## src/rtl/mc_control_fsm.sv

```systemverilog
// Multi-cycle MIPS control sequencer: steps IF/ID/EX/MEM/WB and drives datapath enables/muxes.
// Latency (mem_ready high): 2-3 cycles for j/jal/jr/branch/illegal, 4 for R/I-ALU and store, 5 for load.
// Backpressure: holds in IF/MEM while mem_ready=0; aborts to IF with err after MEM_TIMEOUT wait cycles.
// Optional: define PERF_COUNTERS_EN to add cycle_count/instr_count outputs.
module mc_control_fsm #(
    parameter logic [2:0] RESET_STATE = 3'd0,
    parameter int         MEM_TIMEOUT = 16
) (
    input  logic        clock,
    input  logic        reset,
    input  logic [5:0]  opcode,
    input  logic [5:0]  funct,
    input  logic        Zero,
    input  logic        mem_ready,
    output logic [2:0]  state,
    output logic        pc_write,
    output logic [1:0]  pc_src,
    output logic        ir_write,
    output logic        mem_read,
    output logic        mem_write,
    output logic        i_or_d,
    output logic        ALUSrc,
    output logic        reg_write,
    output logic [1:0]  reg_dst,
    output logic [1:0]  mem_to_reg,
    output logic        instr_done,
    output logic        err
`ifdef PERF_COUNTERS_EN
    ,
    output logic [31:0] cycle_count,
    output logic [31:0] instr_count
`endif
);

    typedef enum logic [2:0] {
        S_IF  = 3'd0,
        S_ID  = 3'd1,
        S_EX  = 3'd2,
        S_MEM = 3'd3,
        S_WB  = 3'd4
    } state_t;

    // Last counter value before the wait is abandoned; unused when the timeout is disabled.
    localparam logic [15:0] TO_LAST = (MEM_TIMEOUT > 0) ? 16'(MEM_TIMEOUT - 1) : 16'd0;
    localparam bit          TO_EN   = (MEM_TIMEOUT > 0);

    state_t      r_state;
    state_t      w_next;
    logic [15:0] r_wait_cnt;

    logic w_is_rtype, w_is_jr, w_is_ialu, w_is_load, w_is_store;
    logic w_is_beq, w_is_bne, w_is_j, w_is_jal, w_decoded;
    logic w_waiting, w_timeout;

    logic       w_pc_write, w_ir_write, w_mem_read, w_mem_write;
    logic       w_reg_write, w_instr_done, w_err;
    logic [1:0] w_pc_src, w_reg_dst, w_mem_to_reg;
    logic       w_i_or_d, w_alu_src;

    // Instruction class decode from the instruction register fields.
    always_comb begin
        w_is_rtype = (opcode == 6'h00);
        w_is_jr    = w_is_rtype && (funct == 6'h08);
        w_is_ialu  = (opcode inside {6'h08, 6'h09, 6'h0a, 6'h0b, 6'h0c, 6'h0d, 6'h0f});
        w_is_load  = (opcode inside {6'h23, 6'h24, 6'h25, 6'h30});
        w_is_store = (opcode inside {6'h28, 6'h29, 6'h2b, 6'h38});
        w_is_beq   = (opcode == 6'h04);
        w_is_bne   = (opcode == 6'h05);
        w_is_j     = (opcode == 6'h02);
        w_is_jal   = (opcode == 6'h03);
        w_decoded  = w_is_rtype | w_is_ialu | w_is_load | w_is_store | w_is_beq | w_is_bne;
    end

    // Memory wait tracking: only IF and MEM issue requests, so only they can stall or time out.
    always_comb begin
        w_waiting = ((r_state == S_IF) || (r_state == S_MEM)) && !mem_ready;
        w_timeout = TO_EN && w_waiting && (r_wait_cnt == TO_LAST);
    end

    // Next-state and raw control outputs for the current step.
    always_comb begin
        w_next       = r_state;
        w_pc_write   = 1'b0;
        w_pc_src     = 2'd0;
        w_ir_write   = 1'b0;
        w_mem_read   = 1'b0;
        w_mem_write  = 1'b0;
        w_i_or_d     = 1'b0;
        w_alu_src    = 1'b0;
        w_reg_write  = 1'b0;
        w_reg_dst    = 2'd0;
        w_mem_to_reg = 2'd0;
        w_instr_done = 1'b0;
        w_err        = 1'b0;
        case (r_state)
            S_IF: begin
                w_mem_read = 1'b1;
                if (mem_ready) begin
                    w_ir_write = 1'b1;
                    w_pc_write = 1'b1;
                    w_next     = S_ID;
                end else if (w_timeout) begin
                    // PC was not advanced, so the refetch uses the same address.
                    w_err  = 1'b1;
                    w_next = S_IF;
                end
            end
            S_ID: begin
                if (w_is_j || w_is_jal) begin
                    w_pc_write   = 1'b1;
                    w_pc_src     = 2'd2;
                    w_instr_done = 1'b1;
                    w_next       = S_IF;
                    if (w_is_jal) begin
                        w_reg_write  = 1'b1;
                        w_reg_dst    = 2'd2;
                        w_mem_to_reg = 2'd2;
                    end
                end else if (w_decoded) begin
                    w_next = S_EX;
                end else begin
                    // Unknown opcode retires as a NOP with an error flag.
                    w_err        = 1'b1;
                    w_instr_done = 1'b1;
                    w_next       = S_IF;
                end
            end
            S_EX: begin
                if (w_is_jr) begin
                    w_pc_write   = 1'b1;
                    w_pc_src     = 2'd1;
                    w_instr_done = 1'b1;
                    w_next       = S_IF;
                end else if (w_is_rtype) begin
                    w_alu_src = 1'b0;
                    w_next    = S_WB;
                end else if (w_is_ialu) begin
                    w_alu_src = 1'b1;
                    w_next    = S_WB;
                end else if (w_is_load || w_is_store) begin
                    w_alu_src = 1'b1;
                    w_next    = S_MEM;
                end else if (w_is_beq || w_is_bne) begin
                    w_alu_src    = 1'b0;
                    w_pc_write   = w_is_beq ? Zero : !Zero;
                    w_pc_src     = 2'd1;
                    w_instr_done = 1'b1;
                    w_next       = S_IF;
                end else begin
                    w_next = S_IF;
                end
            end
            S_MEM: begin
                w_i_or_d    = 1'b1;
                w_mem_read  = w_is_load;
                w_mem_write = w_is_store;
                if (!(w_is_load || w_is_store)) begin
                    w_next = S_IF;
                end else if (mem_ready) begin
                    if (w_is_load) begin
                        w_next = S_WB;
                    end else begin
                        w_instr_done = 1'b1;
                        w_next       = S_IF;
                    end
                end else if (w_timeout) begin
                    // Abort without touching the register file or PC.
                    w_err  = 1'b1;
                    w_next = S_IF;
                end
            end
            S_WB: begin
                w_reg_write  = 1'b1;
                w_instr_done = 1'b1;
                w_reg_dst    = w_is_rtype ? 2'd1 : 2'd0;
                w_mem_to_reg = w_is_load  ? 2'd1 : 2'd0;
                w_next       = S_IF;
            end
            default: begin
                w_next = S_IF;
            end
        endcase
    end

    // Drive ports; enables are forced low for the whole reset assertion, including the async edge.
    always_comb begin
        state      = r_state;
        pc_write   = w_pc_write   & ~reset;
        ir_write   = w_ir_write   & ~reset;
        mem_read   = w_mem_read   & ~reset;
        mem_write  = w_mem_write  & ~reset;
        reg_write  = w_reg_write  & ~reset;
        instr_done = w_instr_done & ~reset;
        err        = w_err        & ~reset;
        pc_src     = w_pc_src;
        i_or_d     = w_i_or_d;
        ALUSrc     = w_alu_src;
        reg_dst    = w_reg_dst;
        mem_to_reg = w_mem_to_reg;
    end

    // State register.
    always_ff @(posedge clock or posedge reset) begin
        if (reset) begin
            r_state <= state_t'(RESET_STATE);
        end else begin
            r_state <= w_next;
        end
    end

    // Wait counter: counts stalled cycles, restarts on every state change or timeout abort.
    always_ff @(posedge clock or posedge reset) begin
        if (reset) begin
            r_wait_cnt <= 16'd0;
        end else if ((w_next != r_state) || w_timeout) begin
            r_wait_cnt <= 16'd0;
        end else if (w_waiting) begin
            r_wait_cnt <= r_wait_cnt + 16'd1;
        end
    end

`ifdef PERF_COUNTERS_EN
    // Free-running cycle and retired-instruction counters, wrapping modulo 2^32.
    always_ff @(posedge clock or posedge reset) begin
        if (reset) begin
            cycle_count <= 32'd0;
            instr_count <= 32'd0;
        end else begin
            cycle_count <= cycle_count + 32'd1;
            instr_count <= instr_count + 32'(w_instr_done);
        end
    end
`endif

endmodule

```

## config.mk

```make
export PLATFORM = sky130hd
export DESIGN_NAME = mc_control_fsm
export DESIGN_NICKNAME = d
export VERILOG_FILES = /design/src/rtl/mc_control_fsm.sv
export SDC_FILE = /design/constraint.sdc
export NUM_CORES = 1
export LEC_CHECK = 0
export BUFFER_PORTS_ARGS = -buffer_cell sky130_fd_sc_hd__buf_2
export CORE_AREA = 2 2 72 81
export CTS_BUF_LIST = sky130_fd_sc_hd__clkbuf_16
export CTS_CLUSTER_DIAMETER = 60
export DETAILED_ROUTE_END_ITERATION = 8
export DIE_AREA = 0 0 74 83
export HOLD_SLACK_MARGIN = 0.1
export PLACE_DENSITY = 0.61
export SYNTH_ARGS = -nofsm -noshare
export SYNTH_HDL_FRONTEND = slang
export SYNTH_SLANG_ARGS = --single-unit
```

## constraint.sdc

```tcl
create_clock -name clock -period 2.1 [get_ports clock]
set_clock_uncertainty 0.1 [all_clocks]
set_input_delay 0.315 -clock clock [delete_from_list [all_inputs] [get_ports clock]]
set_output_delay 0.315 -clock clock [all_outputs]
set_load 0.01 [all_outputs]
```

==> flow_summary.yaml <==
timing:
  finalSetupTns_ns: -1.64
  fin_ws_ns: -0.149
  fmax_mhz: 445
  tightest_slew_ns: 0.386
  setup_viol: 20
  rsz0062_at_grt: "true"
  fin_crit_ns: 2.25
  post-route-period-util_pct: 107
  slew_headroom_pct: 74.2
  timing.final.hold_violations: 0
  drv_slew: 0
clocking:
  clock_path_buffers: 2
  clock_latency_ns: 0.25
  tritoncts: "done"
  path_clk_slew_ns: 0.05
  cts_sinks: 19
  htreeDepth: 1
  cts-root-buf: "clkbuf_16"
  numCtsBuffers: 3
global_routing:
  grt_pass1_vias: 1799
  grt_pass1_wl_um: 8100
  overflow: 0
  antenna_found_initial: 0
  grt.total_usage_pct: 16.1
  grt_max_degree: 20
pwr:
  ir_worst_vdd_mv: 0.188
  comb_power_share_pct: 36.1
  power_density_nw_per_um2: 445
  power_frac_seq_pct: 31.6
  power_mw: 1.22
  clkPwrFrac_pct: 32.3
  swShare_pct: 31.7
  internal_power_mw: 0.834
  p_leak_nw: 1.27
  p_sw_mw: 0.387
synth:
  yosys-top-cells-area: "dfrtp_1 (28%), nor3_2 (5.8%), xnor2_1 (4.6%)"
  syn_inst: 207
  synth_ff_type: "dfrtp_1"
  ys_types: 54
  synth_fp_nets: 224
  yosys.area.top_type: "dfrtp_1"
  synth-seq-cells: 19
  yosysTopAreaCellShare_pct: 27.6
  synth_area_um2: 1720
  synth_edf_count: 0
  ys_warn_count: 0
  ys_seq_area_share_pct: 27.6
  ys_top_cells_by_count: "nor2_1 (20), dfrtp_1 (19), nand2_1 (14)"
  avgSynthCellArea_um2: 8.32
  async_reset_ff_share_pct: 100
  synth.most_common_cell: "nor2_1"
placed_design:
  port_buffers: 33
  placed_cells: 360
  dp_hpwl_um: 3700
  post_dp_cell_area_um2: 2360
  routabilityCongestion: 0.857
drt:
  wl_per_cell_um: 13.8
  ant_nets: 0
  vias: 1833
  dr.first_iter.drc_count: 64
  routed_wirelength_um: 5120
  first_pass_iters: 4
  vias_per_cell: 4.95
  drc: 0
final_layout:
  drive_gt1_share_pct: 52.2
  nNetsFinal: 313
  area_growth_pct: 59.3
  post-route-util_pct: 51.8
  final_cells: 370
  n_antenna_cell: 0
  final_area_um2: 2740
worst_hold_path:
  min_path_type: "primary input to flip-flop"
outcome:
  status: "finished with violations"
  violations: "negative setup slack"
floorplanning:
  dieHeight_um: 83
  fp.dieW_um: 74
  start_util_pct: 32.5
  rows: 28
  ios: 34
  fp.dieArea_um2: 6140
  coreArea_um2: 5290
worst_setup_path:
  cp_cell_sequence: "nor4_4 -> nand3_2 -> nor2_2 -> buf_4 -> a31oi_2 -> nor4_2 -> buf_2"
  path_class: "flip-flop to output pin"
  path_delay_family: "simple AND/OR/NAND/NOR gates"
  start_kind: "flip-flop"
  arrival_ns: 1.83
  critPathMaxFanout: 2
  critPathMaxStageDelay_ns: 0.41
  worst_path_max_delay_cell: "dfrtp_1"
  crit_buf_inv: 2
  setup.worst_path.end_class: "output pin"
  worstPathRequired_ns: 1.68
job:
  drv_cap: 0
per-stage QoR:
| stage | hold slack, ns | setup WS (ns) |
|---|---|---|
| 2_1_floorplan | 0.172 | -0.0979 |
| 3_3_place_gp | 0.349 | -0.133 |
| 4_1_cts | 0.366 | -0.121 |
| 5_1_grt | 0.437 | -0.263 |
| 6_report | 0.399 | -0.149 |
| 3_5_place_dp | 0.346 | -0.219 |
cell type report:
type                       count  area (µm²)
clock buffer                   3        75.1
clock inverter                 1        5.00
fill                         478        2550
inverter                       9        33.8
multi-input combinational    165        1330
sequential                    19         477
tap                           75        93.8
timing repair buffer          98         731
state kept, by name (all words and copies together), names as in the netlist:
signal / count
r_wait_cnt: 16
state: 3
power groups by stage:
stage          logic (mW)  clock network [mW]  registers (mW)
2_1_floorplan       0.207                   0           0.388
3_3_place_gp        0.356                   0           0.391
3_5_place_dp        0.359                   0           0.391
4_1_cts             0.390               0.398           0.386
5_1_grt             0.473               0.420           0.387
6_report            0.441               0.394           0.386
tightest hold or removal path, stage by stage:
cell	delay [ns]
buf_2	0.11
buf_4	0.15
nand2_1	0.07
a21oi_1	0.06
final timing paths:
path | from | to | slack [ns] | cells past startpoint
hold reg to reg | r_wait_cnt[5] | r_wait_cnt[5] | 0.58 | 2
hold / removal | mem_ready | state[0] | 0.40 | 4
max in group asynchronous | reset | state[0] | 1.05 | 4
setup reg to reg | r_wait_cnt[1] | r_wait_cnt[10] | -0.06 | 8
min in group asynchronous | reset | r_wait_cnt[6] | 0.63 | 4
setup / recovery | r_wait_cnt[8] | err | -0.15 | 7
kinds of logic after synthesis:
logic type	after synthesis	synth area share, %
simple gates	106	37.0
xor+xnor	17	8.65
buf+inv	23	9.23
flops	19	27.6
fa+ha+maj	2	1.31
mux	2	1.16
compound gates	38	15.0
layout by cell type, fill, tap and decap left out, types with 4 or more instances in the layout:
| master | Yosys | routed |
|---|---|---|
| nand2_1 | 14 | 12 |
| xnor2_1 | 9 | 8 |
| buf_2 | 4 | 31 |
| a21oi_1 | 9 | 8 |
| buf_4 | 2 | 58 |
| xor2_1 | 8 | 8 |
| nor2_1 | 20 | 14 |
| nand3_1 | 9 | 7 |
| clkbuf_16 | 0 | 4 |
| o21ai_0 | 6 | 4 |
| nor3_1 | 12 | 7 |
| dfrtp_1 | 19 | 18 |
| inv_1 | 9 | 8 |
| nand4_1 | 4 | 4 |
| buf_6 | 4 | 4 |
| and3_1 | 8 | 7 |
| nor3_2 | 10 | 5 |
| nor2_2 | 0 | 5 |
| nor3_4 | 2 | 12 |
per-layer routing:
layer  GRT usage [%]  part of all wire (%)  vias up
met5               0                     0        -
met4            4.13                   1.4        0
met3            1.33                   1.9        9
met2            29.8                    55       27
met1            19.1                    41      873
li1                -                     -      924
what timing repair did:
item | 4_1_cts | 5_1_grt
pin swaps | 6 | 16
buffers inserted | 4 | 1
gates resized for setup | 30 | 22
endpoints found under the hold margin | 19 | 0
cloned | 0 | 1
endpoints found under the setup margin | 23 | 24
hold buffers | 1 | 0
Power figures use the tool's default switching activity.
